[src/rtl/pc_fetch_sequencer_if.sv]
// Bundle between the fetch sequencer, the branch/ALU stage, instruction memory and decode.
// master = the fetch sequencer, slave = its surroundings (bench or neighbouring stages).
interface pc_fetch_sequencer_if;
  logic        Branch;
  logic        Unconditional;
  logic        ALUZero;
  logic        ZorNZ;
  logic [63:0] BranchTarget;

  // IMemReq/IMemAddr hold until a cycle with IMemAck; InstrValid/Instr/InstrPC hold until
  // a cycle with InstrReady; a transfer happens only when both sides are high in one cycle.
  logic        IMemReq;
  logic [63:0] IMemAddr;
  logic        IMemAck;
  logic [31:0] IMemData;

  logic        InstrValid;
  logic [31:0] Instr;
  logic [63:0] InstrPC;
  logic        InstrReady;

  logic [63:0] PC;
  logic        Redirect;
  logic        Fault;
  logic [1:0]  State;

  modport master (
    input  Branch, Unconditional, ALUZero, ZorNZ, BranchTarget,
    input  IMemAck, IMemData, InstrReady,
    output IMemReq, IMemAddr, InstrValid, Instr, InstrPC, PC, Redirect, Fault, State
  );

  modport slave (
    output Branch, Unconditional, ALUZero, ZorNZ, BranchTarget,
    output IMemAck, IMemData, InstrReady,
    input  IMemReq, IMemAddr, InstrValid, Instr, InstrPC, PC, Redirect, Fault, State
  );
endinterface

[src/rtl/pc_fetch_sequencer.sv]
// Fetch-stage PC owner: single-outstanding imem requests, instruction FIFO, branch redirect.
// Optional misaligned-target fault/halt enabled with `define PC_ALIGN_CHECK_EN.
module pc_fetch_sequencer #(
  parameter logic [63:0] RESET_PC  = 64'h0,
  parameter int          BUF_DEPTH = 2
) (
  input logic                  Clk,
  input logic                  Reset,
  pc_fetch_sequencer_if.master bus
);
  localparam int PW = $clog2(BUF_DEPTH);
  localparam int CW = PW + 1;
  localparam logic [CW-1:0] DEPTH_C = CW'(BUF_DEPTH);

  typedef enum logic [1:0] {IDLE = 2'd0, REQ = 2'd1, DRAIN = 2'd2, HALT = 2'd3} state_t;

  state_t        state;
  logic [63:0]   pc;
  logic          req_q, valid_q, redirect_q, fault;
  logic [63:0]   addr_q, instr_pc_q;
  logic [31:0]   instr_q;
  logic [31:0]   mem_data [BUF_DEPTH];
  logic [63:0]   mem_pc   [BUF_DEPTH];
  logic [PW-1:0] rd_ptr, wr_ptr, rd_ptr_next;
  logic [CW-1:0] count, count_next;
  logic          taken, kill, accept, bad, fault_next, ack, push, pop;
  logic [63:0]   target;
  logic [31:0]   head_data;
  logic [63:0]   head_pc;

  assign taken = bus.Unconditional | (bus.Branch & (bus.ALUZero == bus.ZorNZ));

`ifdef PC_ALIGN_CHECK_EN
  assign target = bus.BranchTarget;
  assign bad    = bus.BranchTarget[1:0] != 2'b00;
  assign kill   = taken && (state != HALT);
  // Once faulted, further branches only flush; the PC stays frozen.
  assign accept = kill && !bad && !fault;
`else
  assign target = bus.BranchTarget & ~64'h3;
  assign bad    = 1'b0;
  assign kill   = taken;
  assign accept = taken;
  assign fault  = 1'b0;
`endif

  assign fault_next = fault | (kill & bad);
  assign ack        = bus.IMemAck && req_q;
  assign push       = (state == REQ) && ack && !kill;
  assign pop        = valid_q && bus.InstrReady && !kill;
  assign count_next = kill ? '0 : count + CW'(push) - CW'(pop);

  // Next head bypasses the array when the FIFO is (or drains to) empty in the pushing cycle.
  always_comb begin
    rd_ptr_next = rd_ptr + PW'(pop);
    if (push && (count == CW'(pop))) begin
      head_data = bus.IMemData;
      head_pc   = addr_q;
    end else begin
      head_data = mem_data[rd_ptr_next];
      head_pc   = mem_pc[rd_ptr_next];
    end
  end

  always_ff @(posedge Clk) begin
    if (push) begin
      mem_data[wr_ptr] <= bus.IMemData;
      mem_pc[wr_ptr]   <= addr_q;
    end
  end

  always_ff @(posedge Clk or posedge Reset) begin
    if (Reset) begin
      state      <= IDLE;
      pc         <= RESET_PC;
      req_q      <= 1'b0;
      addr_q     <= RESET_PC;
      valid_q    <= 1'b0;
      instr_q    <= '0;
      instr_pc_q <= '0;
      redirect_q <= 1'b0;
      rd_ptr     <= '0;
      wr_ptr     <= '0;
      count      <= '0;
`ifdef PC_ALIGN_CHECK_EN
      fault      <= 1'b0;
`endif
    end else begin
      redirect_q <= accept;
`ifdef PC_ALIGN_CHECK_EN
      fault      <= fault_next;
`endif
      count   <= count_next;
      valid_q <= count_next != '0;
      if (count_next != '0) begin
        instr_q    <= head_data;
        instr_pc_q <= head_pc;
      end
      if (kill) begin
        rd_ptr <= '0;
        wr_ptr <= '0;
      end else begin
        rd_ptr <= rd_ptr_next;
        if (push) wr_ptr <= wr_ptr + PW'(1);
      end

      if (accept) pc <= target;

      case (state)
        IDLE: begin
          if (accept) begin
            state  <= REQ;
            req_q  <= 1'b1;
            addr_q <= target;
          end else if (fault_next) begin
            state <= HALT;
          end else if (count_next < DEPTH_C) begin
            state  <= REQ;
            req_q  <= 1'b1;
            addr_q <= pc;
          end
        end
        REQ: begin
          if (kill) begin
            if (!ack) begin
              state <= DRAIN;
            end else if (fault_next) begin
              state <= HALT;
              req_q <= 1'b0;
            end else begin
              addr_q <= target;
            end
          end else if (ack) begin
            pc <= pc + 64'd4;
            if (count_next < DEPTH_C) begin
              addr_q <= pc + 64'd4;
            end else begin
              state <= IDLE;
              req_q <= 1'b0;
            end
          end
        end
        DRAIN: begin
          if (ack) begin
            if (fault_next) begin
              state <= HALT;
              req_q <= 1'b0;
            end else begin
              state  <= REQ;
              addr_q <= accept ? target : pc;
            end
          end
        end
        default: begin
          state <= HALT;
          req_q <= 1'b0;
        end
      endcase
    end
  end

  assign bus.IMemReq    = req_q;
  assign bus.IMemAddr   = addr_q;
  assign bus.InstrValid = valid_q;
  assign bus.Instr      = instr_q;
  assign bus.InstrPC    = instr_pc_q;
  assign bus.PC         = pc;
  assign bus.Redirect   = redirect_q;
  assign bus.Fault      = fault;
  assign bus.State      = state;
endmodule

[src/flat_wrapper.sv]
// flat-port wrapper written by rule: the top's interface ports become plain ports
module pc_fetch_sequencer_flat 
#(
  parameter logic [63:0] RESET_PC  = 64'h0,
  parameter int          BUF_DEPTH = 2
)
  (Clk, Reset, bus_Branch, bus_Unconditional, bus_ALUZero, bus_ZorNZ, bus_BranchTarget, bus_IMemAck, bus_IMemData, bus_InstrReady, bus_IMemReq, bus_IMemAddr, bus_InstrValid, bus_Instr, bus_InstrPC, bus_PC, bus_Redirect, bus_Fault, bus_State);
  pc_fetch_sequencer_if bus_i ();
  input logic Clk;
  input logic Reset;
  input wire logic [$bits(bus_i.Branch)-1:0] bus_Branch;
  input wire logic [$bits(bus_i.Unconditional)-1:0] bus_Unconditional;
  input wire logic [$bits(bus_i.ALUZero)-1:0] bus_ALUZero;
  input wire logic [$bits(bus_i.ZorNZ)-1:0] bus_ZorNZ;
  input wire logic [$bits(bus_i.BranchTarget)-1:0] bus_BranchTarget;
  input wire logic [$bits(bus_i.IMemAck)-1:0] bus_IMemAck;
  input wire logic [$bits(bus_i.IMemData)-1:0] bus_IMemData;
  input wire logic [$bits(bus_i.InstrReady)-1:0] bus_InstrReady;
  output wire logic [$bits(bus_i.IMemReq)-1:0] bus_IMemReq;
  output wire logic [$bits(bus_i.IMemAddr)-1:0] bus_IMemAddr;
  output wire logic [$bits(bus_i.InstrValid)-1:0] bus_InstrValid;
  output wire logic [$bits(bus_i.Instr)-1:0] bus_Instr;
  output wire logic [$bits(bus_i.InstrPC)-1:0] bus_InstrPC;
  output wire logic [$bits(bus_i.PC)-1:0] bus_PC;
  output wire logic [$bits(bus_i.Redirect)-1:0] bus_Redirect;
  output wire logic [$bits(bus_i.Fault)-1:0] bus_Fault;
  output wire logic [$bits(bus_i.State)-1:0] bus_State;
  assign bus_i.Branch = bus_Branch;
  assign bus_i.Unconditional = bus_Unconditional;
  assign bus_i.ALUZero = bus_ALUZero;
  assign bus_i.ZorNZ = bus_ZorNZ;
  assign bus_i.BranchTarget = bus_BranchTarget;
  assign bus_i.IMemAck = bus_IMemAck;
  assign bus_i.IMemData = bus_IMemData;
  assign bus_i.InstrReady = bus_InstrReady;
  assign bus_IMemReq = bus_i.IMemReq;
  assign bus_IMemAddr = bus_i.IMemAddr;
  assign bus_InstrValid = bus_i.InstrValid;
  assign bus_Instr = bus_i.Instr;
  assign bus_InstrPC = bus_i.InstrPC;
  assign bus_PC = bus_i.PC;
  assign bus_Redirect = bus_i.Redirect;
  assign bus_Fault = bus_i.Fault;
  assign bus_State = bus_i.State;
  pc_fetch_sequencer #(.RESET_PC(RESET_PC), .BUF_DEPTH(BUF_DEPTH)) u_core (.Clk(Clk), .Reset(Reset), .bus(bus_i));
endmodule
[config.mk]
export PLATFORM = sky130hd
export DESIGN_NAME = pc_fetch_sequencer_flat
export DESIGN_NICKNAME = d
export VERILOG_FILES = /design/src/rtl/pc_fetch_sequencer_if.sv /design/src/rtl/pc_fetch_sequencer.sv /design/src/flat_wrapper.sv
export SDC_FILE = /design/constraint.sdc
export NUM_CORES = 1
export LEC_CHECK = 0
export CAP_MARGIN = 10
export CORE_MARGIN = 2
export CORE_UTILIZATION = 38
export CTS_BUF_LIST = sky130_fd_sc_hd__clkbuf_8
export DETAILED_ROUTE_END_ITERATION = 8
export HOLD_SLACK_MARGIN = 0.12
export SLEW_MARGIN = 10
export SYNTH_ARGS = -nofsm -noshare
export SYNTH_HDL_FRONTEND = slang
export SYNTH_SLANG_ARGS = --single-unit
[constraint.sdc]
create_clock -name Clk -period 18.6 [get_ports Clk]
set_input_delay 3.72 -clock Clk [delete_from_list [all_inputs] [get_ports Clk]]
set_output_delay 3.72 -clock Clk [all_outputs]
set_load 0.03 [all_outputs]
==> flow_metrics.py, run 1 <==
metrics = {
    "outcome": {
        "status": "complete, no violations",
    },
    "cts": {
        "holdBufCountCts": 0,
        "cts_buffer_depth": 3,
        "clk_pin_slew_ns": 0.06,
        "insertion_delay_ns": 0.67,
        "clock-root-buffer": "clkbuf_8",
        "h-tree-depth": 3,
        "cts_buffers": 76,
        "postCtsSetupBuffers": 0,
        "cts_sinks": 425,
        "cts_resized": 0,
        "cts_tree": "built",
    },
    "sta": {
        "setup_viol": 0,
        "max_freq_mhz": 132.0,
        "tightest_slew_ns": 1.133,
        "min_period_over_period": 0.4074,
        "hold_violations": 0,
        "fin_skew_ns": 0.04651,
        "fin_hold_ws_ns": 0.4791,
        "slew_viol_final": 0,
        "post-route-min-period_ns": 7.578,
        "slew_headroom": 0.2416,
        "setup_tns_ns": 0,
        "rsz0062_at_grt": "false",
    },
    "synthesis": {
        "synth_largest_area_cell": "dfrtp_1",
        "async_flop_share": 0.5482,
        "synth_top_area_frac": 0.3009,
        "syn_area_per_cell_um2": 10.84,
        "yosysSeqAreaShare": 0.5985,
        "yosys-top-cells-area": "dfrtp_1, edfxtp_1, o21ai_1, a211oi_1, nand2_1",
        "netlist_area_um2": 19370,
        "ys.flop_type": "dfrtp_1",
        "ys_warn_count": 0,
        "synth-edff-count": 192,
        "synth_cells": 1788,
        "synth_nets": 1895,
        "yosysUniqueCellTypes": 63,
        "ys_seq_elements": 425,
        "yosysMostFrequentCell": "dfrtp_1",
        "synth_commonest_cells": "dfrtp_1, edfxtp_1, nand2_1",
    },
    "power": {
        "vdd_ir_drop_max_uv": 42.75,
        "p_int_w": 0.001625,
        "combPwrFrac": 0.130,
        "p_clk_frac": 0.396,
        "switching_share": 0.2762,
        "p_leak_nw": 9.248,
        "seq_power_share": 0.474,
        "power_density_nw_per_um2": 90.78,
        "p_sw_w": 0.0006200,
    },
    "route": {
        "drt_first_pass_iters": 7,
        "vias": 15090,
        "totalWireLength_um": 61990,
        "postRouteAntennaNets": 0,
        "viasPerCell": 5.362,
        "wl_per_cell_um": 22.02,
        "drt_iter0_drc": 1139,
        "drcViolationCount": 0,
    },
    "placed_design": {
        "dpl.hpwl_um": 40280,
        "postPlaceCellArea_um2": 23180,
        "dp_cells": 2675,
        "gp_congestion": 0.9010,
        "port_buffers": 330,
    },
    "global_routing": {
        "grt_pass1_wl_um": 93870,
        "track_usage": 0.2330,
        "grt_max_degree": 96,
        "grt-ovfl-total": 0,
        "antenna_found_initial": 3,
        "first_global_vias": 14860,
    },
    "floorplanning": {
        "die_w_um": 229.8,
        "die_height_um": 229.8,
        "coreArea_um2": 50270,
        "rows": 82,
        "initial_utilization": 0.3854,
        "io_pins": 334,
        "dieArea_um2": 52810,
    },
    "layout": {
        "seq_area_um2": 11600,
        "final_cell_area_um2": 24730,
        "multi_input_area_um2": 7198,
        "layout.cells.non_filler": 2815,
        "fill_cells": 4619,
        "nets": 2188,
        "syn_to_final_growth_pct": 27.62,
        "drive_above_1_share": 0.07987,
        "fin_util": 0.4918,
    },
    "setup_path": {
        "reg2regPathDepth": 12,
        "crit_type": "in2reg",
        "max_stage_delay_ns": 0.71,
        "crit_path_top_delay_cell": "buf_4",
        "startpoint_type": "primary input",
        "arrival_ns": 8.16,
        "crit_top_cell": "buf_4",
        "cp_max_fo": 79,
        "ff2ff_setup_slack_ns": 14.43,
        "rr_startpoint": "u_core.bus.State[1]$_DFFE_PP0P_",
        "path_cells": "clkdlybuf4s50_1 -> xnor2_1 -> a21oi_4 -> buf_4 -> inv_2 -> nor2_1 -> ha_1 -> xor2_1 -> xnor2_1 -> nor2_1 -> nor2_4 -> buf_4 -> buf_4 -> nand2_1 -> o21ai_1",
        "reg2reg_to": "u_core.bus.InstrPC[7]$_DFFE_PP0P_",
        "cp.required_ns": 19.18,
        "cp-end-kind": "flop",
    },
    "flow_run": {
        "cap_violations": 0,
    },
    "hold_path": {
        "whs_path_depth": 2,
        "worstHoldEndpoint": "u_core.bus.Instr[7]$_DFFE_PP0P_",
        "min_from": "u_core.bus.Instr[7]$_DFFE_PP0P_",
        "hp-class": "reg2reg",
    },
}
-- registers in the layout, indices dropped and copies added, names as in the netlist --
name                   cells
u_core.bus.IMemAddr       64
u_core.bus.IMemReq         1
u_core.bus.Instr          32
u_core.bus.InstrPC        64
u_core.bus.InstrValid      1
u_core.bus.PC             64
u_core.bus.Redirect        1
u_core.bus.State           2
u_core.count               2
u_core.mem_data           64
u_core.mem_pc            128
u_core.rd_ptr              1
u_core.wr_ptr              1
-- placed cells by master, fill, tap and decap left out, types with 19 or more instances in the layout --
cell | Yosys | routed
and2_1 | 19 | 19
clkdlybuf4s50_1 | 0 | 330
o21ai_1 | 167 | 167
nor3_1 | 29 | 28
nor2_1 | 147 | 146
a21oi_1 | 50 | 50
inv_1 | 11 | 37
dfrtp_1 | 233 | 233
nand4_1 | 30 | 30
buf_4 | 3 | 24
nand2_1 | 180 | 180
clkbuf_8 | 0 | 96
nand3_1 | 46 | 46
nor2b_1 | 97 | 97
xnor2_1 | 67 | 66
edfxtp_1 | 192 | 192
xor2_1 | 52 | 52
a211oi_1 | 98 | 98
o21ai_0 | 50 | 50
-- layer usage --
layer,GRT usage,wire length [µm],up-vias,share of wire
met1,0.3250,27900,7476,0.45
met2,0.3616,28930,493,0.47
li1,-,-,7031,-
met3,0.04353,3500,94,0.056
met5,0,0,-,0
met4,0.08810,1652,0,0.027
-- through the flow --
step | worst slack (ns) | power (W)
2_1_floorplan | 6.653 | 0.001233
3_3_place_gp | 10.47 | 0.001370
3_5_place_dp | 10.34 | 0.001374
4_1_cts | 11.05 | 0.002269
5_1_grt | 10.74 | 0.002336
6_report | 11.02 | 0.002245
-- power groups by stage --
stage               Sequential (W)  Clock (W)  Combinational, W
global route               0.00107   0.000956          0.000311
global placement           0.00108          0          0.000291
CTS                        0.00106   0.000911          0.000294
floorplan                  0.00114          0         0.0000962
finish                     0.00106   0.000889          0.000292
detailed placement         0.00108          0          0.000293
-- final cells by class --
cell class,instances,area share
Antenna cell,2,0.0002024
Clock buffer,96,0.05344
Clock inverter,42,0.009058
Inverter,13,0.002328
Multi-Input combinational cell,1211,0.2911
Sequential cell,425,0.4690
Tap cell,672,0.03400
Timing Repair Buffer,354,0.1409
-- worst max path at each step --
stage                                                    end  slack, ns  depth (start not counted)         from
after floorplan              u_core.mem_data[0][0]$_DFFE_PP_       6.65                          7  bus_ALUZero
after global placement        u_core.mem_pc[0][14]$_DFFE_PP_      10.47                          9    bus_ZorNZ
after detailed placement  u_core.bus.InstrPC[20]$_DFFE_PP0P_      10.34                         15  bus_ALUZero
after CTS                 u_core.bus.InstrPC[20]$_DFFE_PP0P_      11.05                         15  bus_ALUZero
after global routing      u_core.bus.InstrPC[39]$_DFFE_PP0P_      10.74                         15    bus_ZorNZ
final                      u_core.bus.InstrPC[7]$_DFFE_PP0P_      11.02                         15  bus_ALUZero
-- kinds of logic (layout without fill, tap and decap cells) --
family          after synthesis  count (layout)  share of synthesized area
compound gates              468             468                     0.1490
xor+xnor                    119             119                    0.05379
fa+ha+maj                     4               4                   0.002454
buf+inv                     152             505                    0.03306
flops                       425             425                     0.5985
mux                           3               3                   0.001743
other cells                   1               3                  0.0001936
simple gates                616             616                     0.1613
-- critical path: cells and delay by family --
kind | cells | cell delay, ns
fa+ha+maj | 1 | 0.19
xor+xnor | 3 | 0.71
simple gates | 4 | 0.76
compound gates | 2 | 0.27
buf+inv | 5 | 2.34
No activity file was read; power rests on OpenSTA's default activity.
==> run 2: changes to the inputs <==
clock period = 6.63 ns   (was 18.6 ns; I/O delays follow)
==> run 2 against run 1 <==
Against the previous run:
- count of clock-buffer cells in the layout shrank 12
- critical endpoint is now u_core.bus.InstrPC[12]$_DFFE_PP0P_
- setup slack got worse by 9.2 ns
- die area unchanged
==> flow_metrics.py, run 2 (synthesis results as in run 1) <==
metrics = {
    "cts": {
        "insertion_delay_ns": 0.65,
        "cts_buffers": 74,
        "cts_sinks": 425,
        "postCtsSetupBuffers": 0,
        "h-tree-depth": 3,
        "clk_pin_slew_ns": 0.05,
        "clock-root-buffer": "clkbuf_8",
        "cts_buffer_depth": 3,
        "cts_resized": 0,
        "cts_tree": "built",
        "holdBufCountCts": 0,
    },
    "power": {
        "p_clk_frac": 0.374,
        "p_int_w": 0.004381,
        "combPwrFrac": 0.135,
        "power_density_nw_per_um2": 245.8,
        "seq_power_share": 0.492,
        "p_leak_nw": 9.268,
        "vdd_ir_drop_max_uv": 130.4,
        "p_sw_w": 0.001694,
        "switching_share": 0.2789,
    },
    "floorplanning": {
        "io_pins": 334,
        "die_height_um": 229.8,
        "initial_utilization": 0.3854,
        "coreArea_um2": 50270,
        "dieArea_um2": 52810,
        "rows": 82,
        "die_w_um": 229.8,
    },
    "layout": {
        "largest_register_ffs": 128,
        "largest-register": "u_core.mem_pc",
        "multi_input_area_um2": 7204,
        "nets": 2192,
        "final_common_cell": "clkdlybuf4s50_1",
        "fill_cells": 4689,
        "syn_to_final_growth_pct": 27.57,
        "drive_above_1_share": 0.07610,
        "layout_common_cells": "clkdlybuf4s50_1, dfrtp_1, edfxtp_1, nand2_1, o21ai_1",
        "seq_area_um2": 11600,
    },
    "sta": {
        "hold_violations": 0,
        "post-route-min-period_ns": 4.776,
        "setup_viol": 0,
        "rsz0062_at_grt": "false",
        "fin_hold_ws_ns": 0.4788,
        "slew_viol_final": 0,
        "fin_skew_ns": 0.03352,
        "slew_headroom": 0.2228,
        "setup_tns_ns": 0,
        "min_period_over_period": 0.7204,
        "tightest_slew_ns": 1.157,
        "layout_setup_ws_ns": 1.854,
        "max_freq_mhz": 209.4,
    },
    "placed_design": {
        "dpl.hpwl_um": 40790,
        "gp_congestion": 0.8844,
        "port_buffers": 330,
        "pre_cts_ws_ns": 1.146,
    },
    "setup_path": {
        "cp_max_fo": 58,
        "crit_buf_inv": 4,
        "path_cells": "clkdlybuf4s50_1 -> xnor2_1 -> a211oi_2 -> ha_1 -> inv_1 -> ha_1 -> xor2_1 -> xnor2_1 -> nor2_1 -> nor2_4 -> buf_4 -> buf_4 -> nand2_1 -> o21ai_1",
        "cp.required_ns": 7.20,
        "ff2ff_setup_slack_ns": 2.79,
        "crit_path_top_delay_cell": "buf_4",
        "cp_top_family": "buffers and inverters",
        "max_stage_delay_ns": 0.60,
        "crit_type": "in2reg",
        "cp-end-kind": "flop",
        "startpoint_type": "primary input",
        "arrival_ns": 5.34,
    },
    "route": {
        "drcViolationCount": 0,
        "vias": 15250,
        "postRouteAntennaNets": 0,
        "totalWireLength_um": 61540,
        "drt_first_pass_iters": 5,
        "drt_iter0_drc": 1097,
        "wl_per_cell_um": 21.83,
        "viasPerCell": 5.409,
    },
    "outcome": {
        "status": "complete, no violations",
    },
    "global_routing": {
        "first_global_vias": 14880,
        "use_met2": 0.3627,
        "use_met3": 0.04030,
        "antenna_found_initial": 5,
        "grt-ovfl-total": 0,
        "grt_max_degree": 181,
        "track_usage": 0.2313,
        "grt_most_used_layer": "met2",
        "grt_use_met1": 0.3228,
        "grt_pass1_wl_um": 93300,
    },
    "hold_path": {
        "hp-class": "reg2reg",
    },
    "flow_run": {
        "cap_violations": 0,
    },
}
run 2: changes by cell type in the layout (fill, tap and decap cells not counted), sizes merged:
| cell | before | now |
|---|---|---|
| clkinvlp | 2 | 3 |
| diode | 2 | 5 |
| bufinv | 2 | 1 |
| buf | 24 | 30 |
| clkbuf | 96 | 84 |
| clkinv | 12 | 4 |
| inv | 39 | 54 |
run 2: per-layer routing:
metal,wire (µm),vias to the layer above
li1,-,7038
met5,0,-
met4,1642,0
met3,3364,93
met1,27730,7606
met2,28810,512
run 2: layout make-up:
class,instances,share of cell area
clock inverter,49,0.009568
clock buffer,84,0.04678
tap,672,0.03402
timing repair buffer,360,0.1463
inverter,13,0.002177
multi-input combinational,1211,0.2915
antenna,5,0.0005062
sequential,425,0.4692
run 2: worst paths after layout:
check,start,endpoint,cells after the start
worst max-delay path,bus_ALUZero,u_core.bus.InstrPC[12]$_DFFE_PP0P_,14
worst max register to register,u_core.bus.InstrValid$_DFF_PP0_,u_core.bus.InstrPC[12]$_DFFE_PP0P_,13
min in group asynchronous,Reset,u_core.bus.InstrPC[0]$_DFFE_PP0P_,2
max in group asynchronous,Reset,u_core.count[0]$_DFF_PP0_,3
worst min register to register,u_core.bus.Instr[23]$_DFFE_PP0P_,u_core.bus.Instr[23]$_DFFE_PP0P_,2
worst min-delay path,u_core.bus.Instr[23]$_DFFE_PP0P_,u_core.bus.Instr[23]$_DFFE_PP0P_,2
run 2: power groups by stage:
stage	clock, W	sequential (W)	combinational (W)
after floorplan	0	0.00319	0.000270
after global placement	0	0.00303	0.000817
after detailed placement	0	0.00303	0.000821
after CTS	0.00233	0.00299	0.000824
after global routing	0.00245	0.00300	0.000873
final	0.00227	0.00299	0.000818
run 2: worst min-delay path, stage by stage, from the launching register on:
cell	delay, ns
dfrtp_1	0.34
nand2_1	0.05
o21ai_1	0.06
run 2: through the flow:
stage	total power, W	util	std cells	instance area, µm²
CTS	0.006144	0.4914	2814	24700
global route	0.006323	0.4916	2818	24710
finish	0.006075	0.4916	2819	24720
global placement	0.003846	0.4637	2681	23310
floorplan	0.003460	-	1788	19380
detailed placement	0.003856	0.4637	2681	23310
==> run 3: changes to the inputs <==
clock period = 4.2 ns   (was 6.63 ns; I/O delays follow)
==> run 3 against run 2 <==
Against the previous run:
- clock skew grew 0.0027 ns
- highest routed layer unchanged
- die area stayed put
- cell count grew 0.46%
- register-to-register slack lost 1.6 ns
- power is 63% higher
- design area rose by 1.4%
- hold slack lost 0.0019 ns
- critical path depth down 1
- largest power group unchanged
- via count fell by 0.83%
- largest cell class unchanged
==> flow_metrics.py, run 3 (synthesis results as in run 1) <==
metrics = {
    "cts": {
        "cts_sinks": 425,
        "h-tree-depth": 3,
        "holdBufCountCts": 0,
        "cts_resized": 0,
        "clk_pin_slew_ns": 0.06,
        "cts_buffer_depth": 3,
        "postCtsSetupBuffers": 0,
        "insertion_delay_ns": 0.65,
        "cts_buffers": 76,
        "cts_tree": "built",
        "clock-root-buffer": "clkbuf_8",
    },
    "global_routing": {
        "grt-ovfl-total": 0,
        "first_global_vias": 14930,
        "antenna_found_initial": 5,
        "grt_max_degree": 129,
        "grt_pass1_wl_um": 93360,
        "track_usage": 0.2321,
    },
    "route": {
        "drcViolationCount": 0,
        "viasPerCell": 5.340,
        "drt_iter0_drc": 1116,
        "postRouteAntennaNets": 0,
        "totalWireLength_um": 62080,
        "vias": 15120,
        "drt_first_pass_iters": 5,
        "wl_per_cell_um": 21.92,
    },
    "sta": {
        "slew_headroom": 0.3523,
        "tightest_slew_ns": 0.9668,
        "hold_violations": 0,
        "slew_viol_final": 0,
        "setup_tns_ns": 0,
        "setup_viol": 0,
        "min_period_over_period": 0.8524,
        "rsz0062_at_grt": "false",
        "max_freq_mhz": 279.3,
        "layout_setup_ws_ns": 0.6199,
        "post-route-min-period_ns": 3.580,
        "fin_skew_ns": 0.03624,
    },
    "floorplanning": {
        "rows": 82,
        "die_w_um": 229.8,
        "coreArea_um2": 50270,
        "die_height_um": 229.8,
        "initial_utilization": 0.3854,
        "io_pins": 334,
        "dieArea_um2": 52810,
    },
    "layout": {
        "nets": 2203,
        "fin_util": 0.4983,
        "largest-register": "u_core.mem_pc",
        "syn_to_final_growth_pct": 29.29,
        "largest_register_ffs": 128,
        "final_cell_area_um2": 25050,
        "layout_common_cells": "clkdlybuf4s50_1, dfrtp_1, edfxtp_1, nand2_1, o21ai_1",
        "drive_above_1_share": 0.08534,
        "final_common_cell": "clkdlybuf4s50_1",
    },
    "setup_path": {
        "cp.required_ns": 4.74,
        "crit_type": "in2reg",
        "rr_startpoint": "u_core.bus.InstrValid$_DFF_PP0_",
        "cp_max_fo": 96,
        "startpoint_type": "primary input",
        "reg2reg_to": "u_core.bus.InstrPC[25]$_DFFE_PP0P_",
        "ff2ff_setup_slack_ns": 1.16,
        "reg2regPathDepth": 12,
        "arrival_ns": 4.12,
        "cp-end-kind": "flop",
    },
    "power": {
        "power_density_nw_per_um2": 396.4,
        "vdd_ir_drop_max_uv": 169.0,
        "p_leak_nw": 9.379,
        "power_w": 0.009930,
    },
    "hold_path": {
        "whs_path_depth": 2,
        "worstHoldEndpoint": "u_core.bus.InstrPC[23]$_DFFE_PP0P_",
        "min_from": "u_core.bus.InstrPC[23]$_DFFE_PP0P_",
        "hp-class": "reg2reg",
    },
    "placed_design": {
        "dpl.hpwl_um": 40800,
        "pre_cts_ws_ns": -0.008407,
        "port_buffers": 330,
        "postPlaceCellArea_um2": 23510,
        "gp_congestion": 0.8822,
    },
    "outcome": {
        "status": "complete, no violations",
    },
    "flow_run": {
        "cap_violations": 0,
    },
}
==> run 3: changes by cell type in the layout (fill, tap and decap cells not counted), moves of 2 or more <==
cell,change
clkinv_1,+7
clkbuf_8,+7
buf_12,+9
inv_1,-13
bufinv_16,+2
clkinv_2,+3
==> run 3: per-layer routing <==
metal	global-route usage	share of wire
met2	0.3586	0.46
met5	0	0
met1	0.3208	0.45
met4	0.1000	0.034
met3	0.04253	0.059
==> run 3: how the worst max path moves through the flow <==
stage          startpoint                                  to  slack [ns]
2_1_floorplan   bus_ZorNZ     u_core.mem_data[0][0]$_DFFE_PP_       -0.17
3_3_place_gp    bus_ZorNZ  u_core.bus.InstrPC[15]$_DFFE_PP0P_        0.09
3_5_place_dp    bus_ZorNZ  u_core.bus.InstrPC[14]$_DFFE_PP0P_      -0.008
4_1_cts         bus_ZorNZ   u_core.bus.InstrPC[8]$_DFFE_PP0P_        0.69
5_1_grt         bus_ZorNZ  u_core.bus.InstrPC[14]$_DFFE_PP0P_        0.46
6_report        bus_ZorNZ  u_core.bus.InstrPC[25]$_DFFE_PP0P_        0.62
==> run 3: where the power goes <==
group | internal [W] | switching, W | total, W | leakage, nW
registers | 0.00449 | 0.000222 | 0.00472 | 5.10
clock network | 0.00215 | 0.00176 | 0.00391 | 0.880
logic | 0.000539 | 0.000763 | 0.00130 | 3.39
total | 0.00718 | 0.00275 | 0.00993 | 9.38
==> run 3: final cells by class <==
type	count	area, µm²
Timing Repair Buffer	369	3796
Fill cell	4656	25220
Clock inverter	47	277.8
Multi-Input combinational cell	1211	7223
Clock buffer	91	1252
Tap cell	672	840.8
Inverter	13	53.80
Antenna cell	4	10.01
Sequential cell	425	11600
==> run 3: critical path: stages <==
cell and delay [ns]:
clkdlybuf4s50_1 0.50, xnor2_4 0.20, a211oi_2 0.47, ha_1 0.32, inv_1 0.08, ha_1 0.15
xor2_1 0.08, xnor2_1 0.40, nor2_1 0.16, nor2_4 0.19, buf_12 0.37, nand2_1 0.12
o21ai_1 0.10
==> run 3: stage by stage <==
step | hold slack [ns] | cells
after CTS | 0.4862 | 2828
after global routing | 0.4996 | 2832
after floorplan | 0.5052 | 1788
after detailed placement | 0.4738 | 2690
final | 0.4769 | 2832
after global placement | 0.4695 | 2690
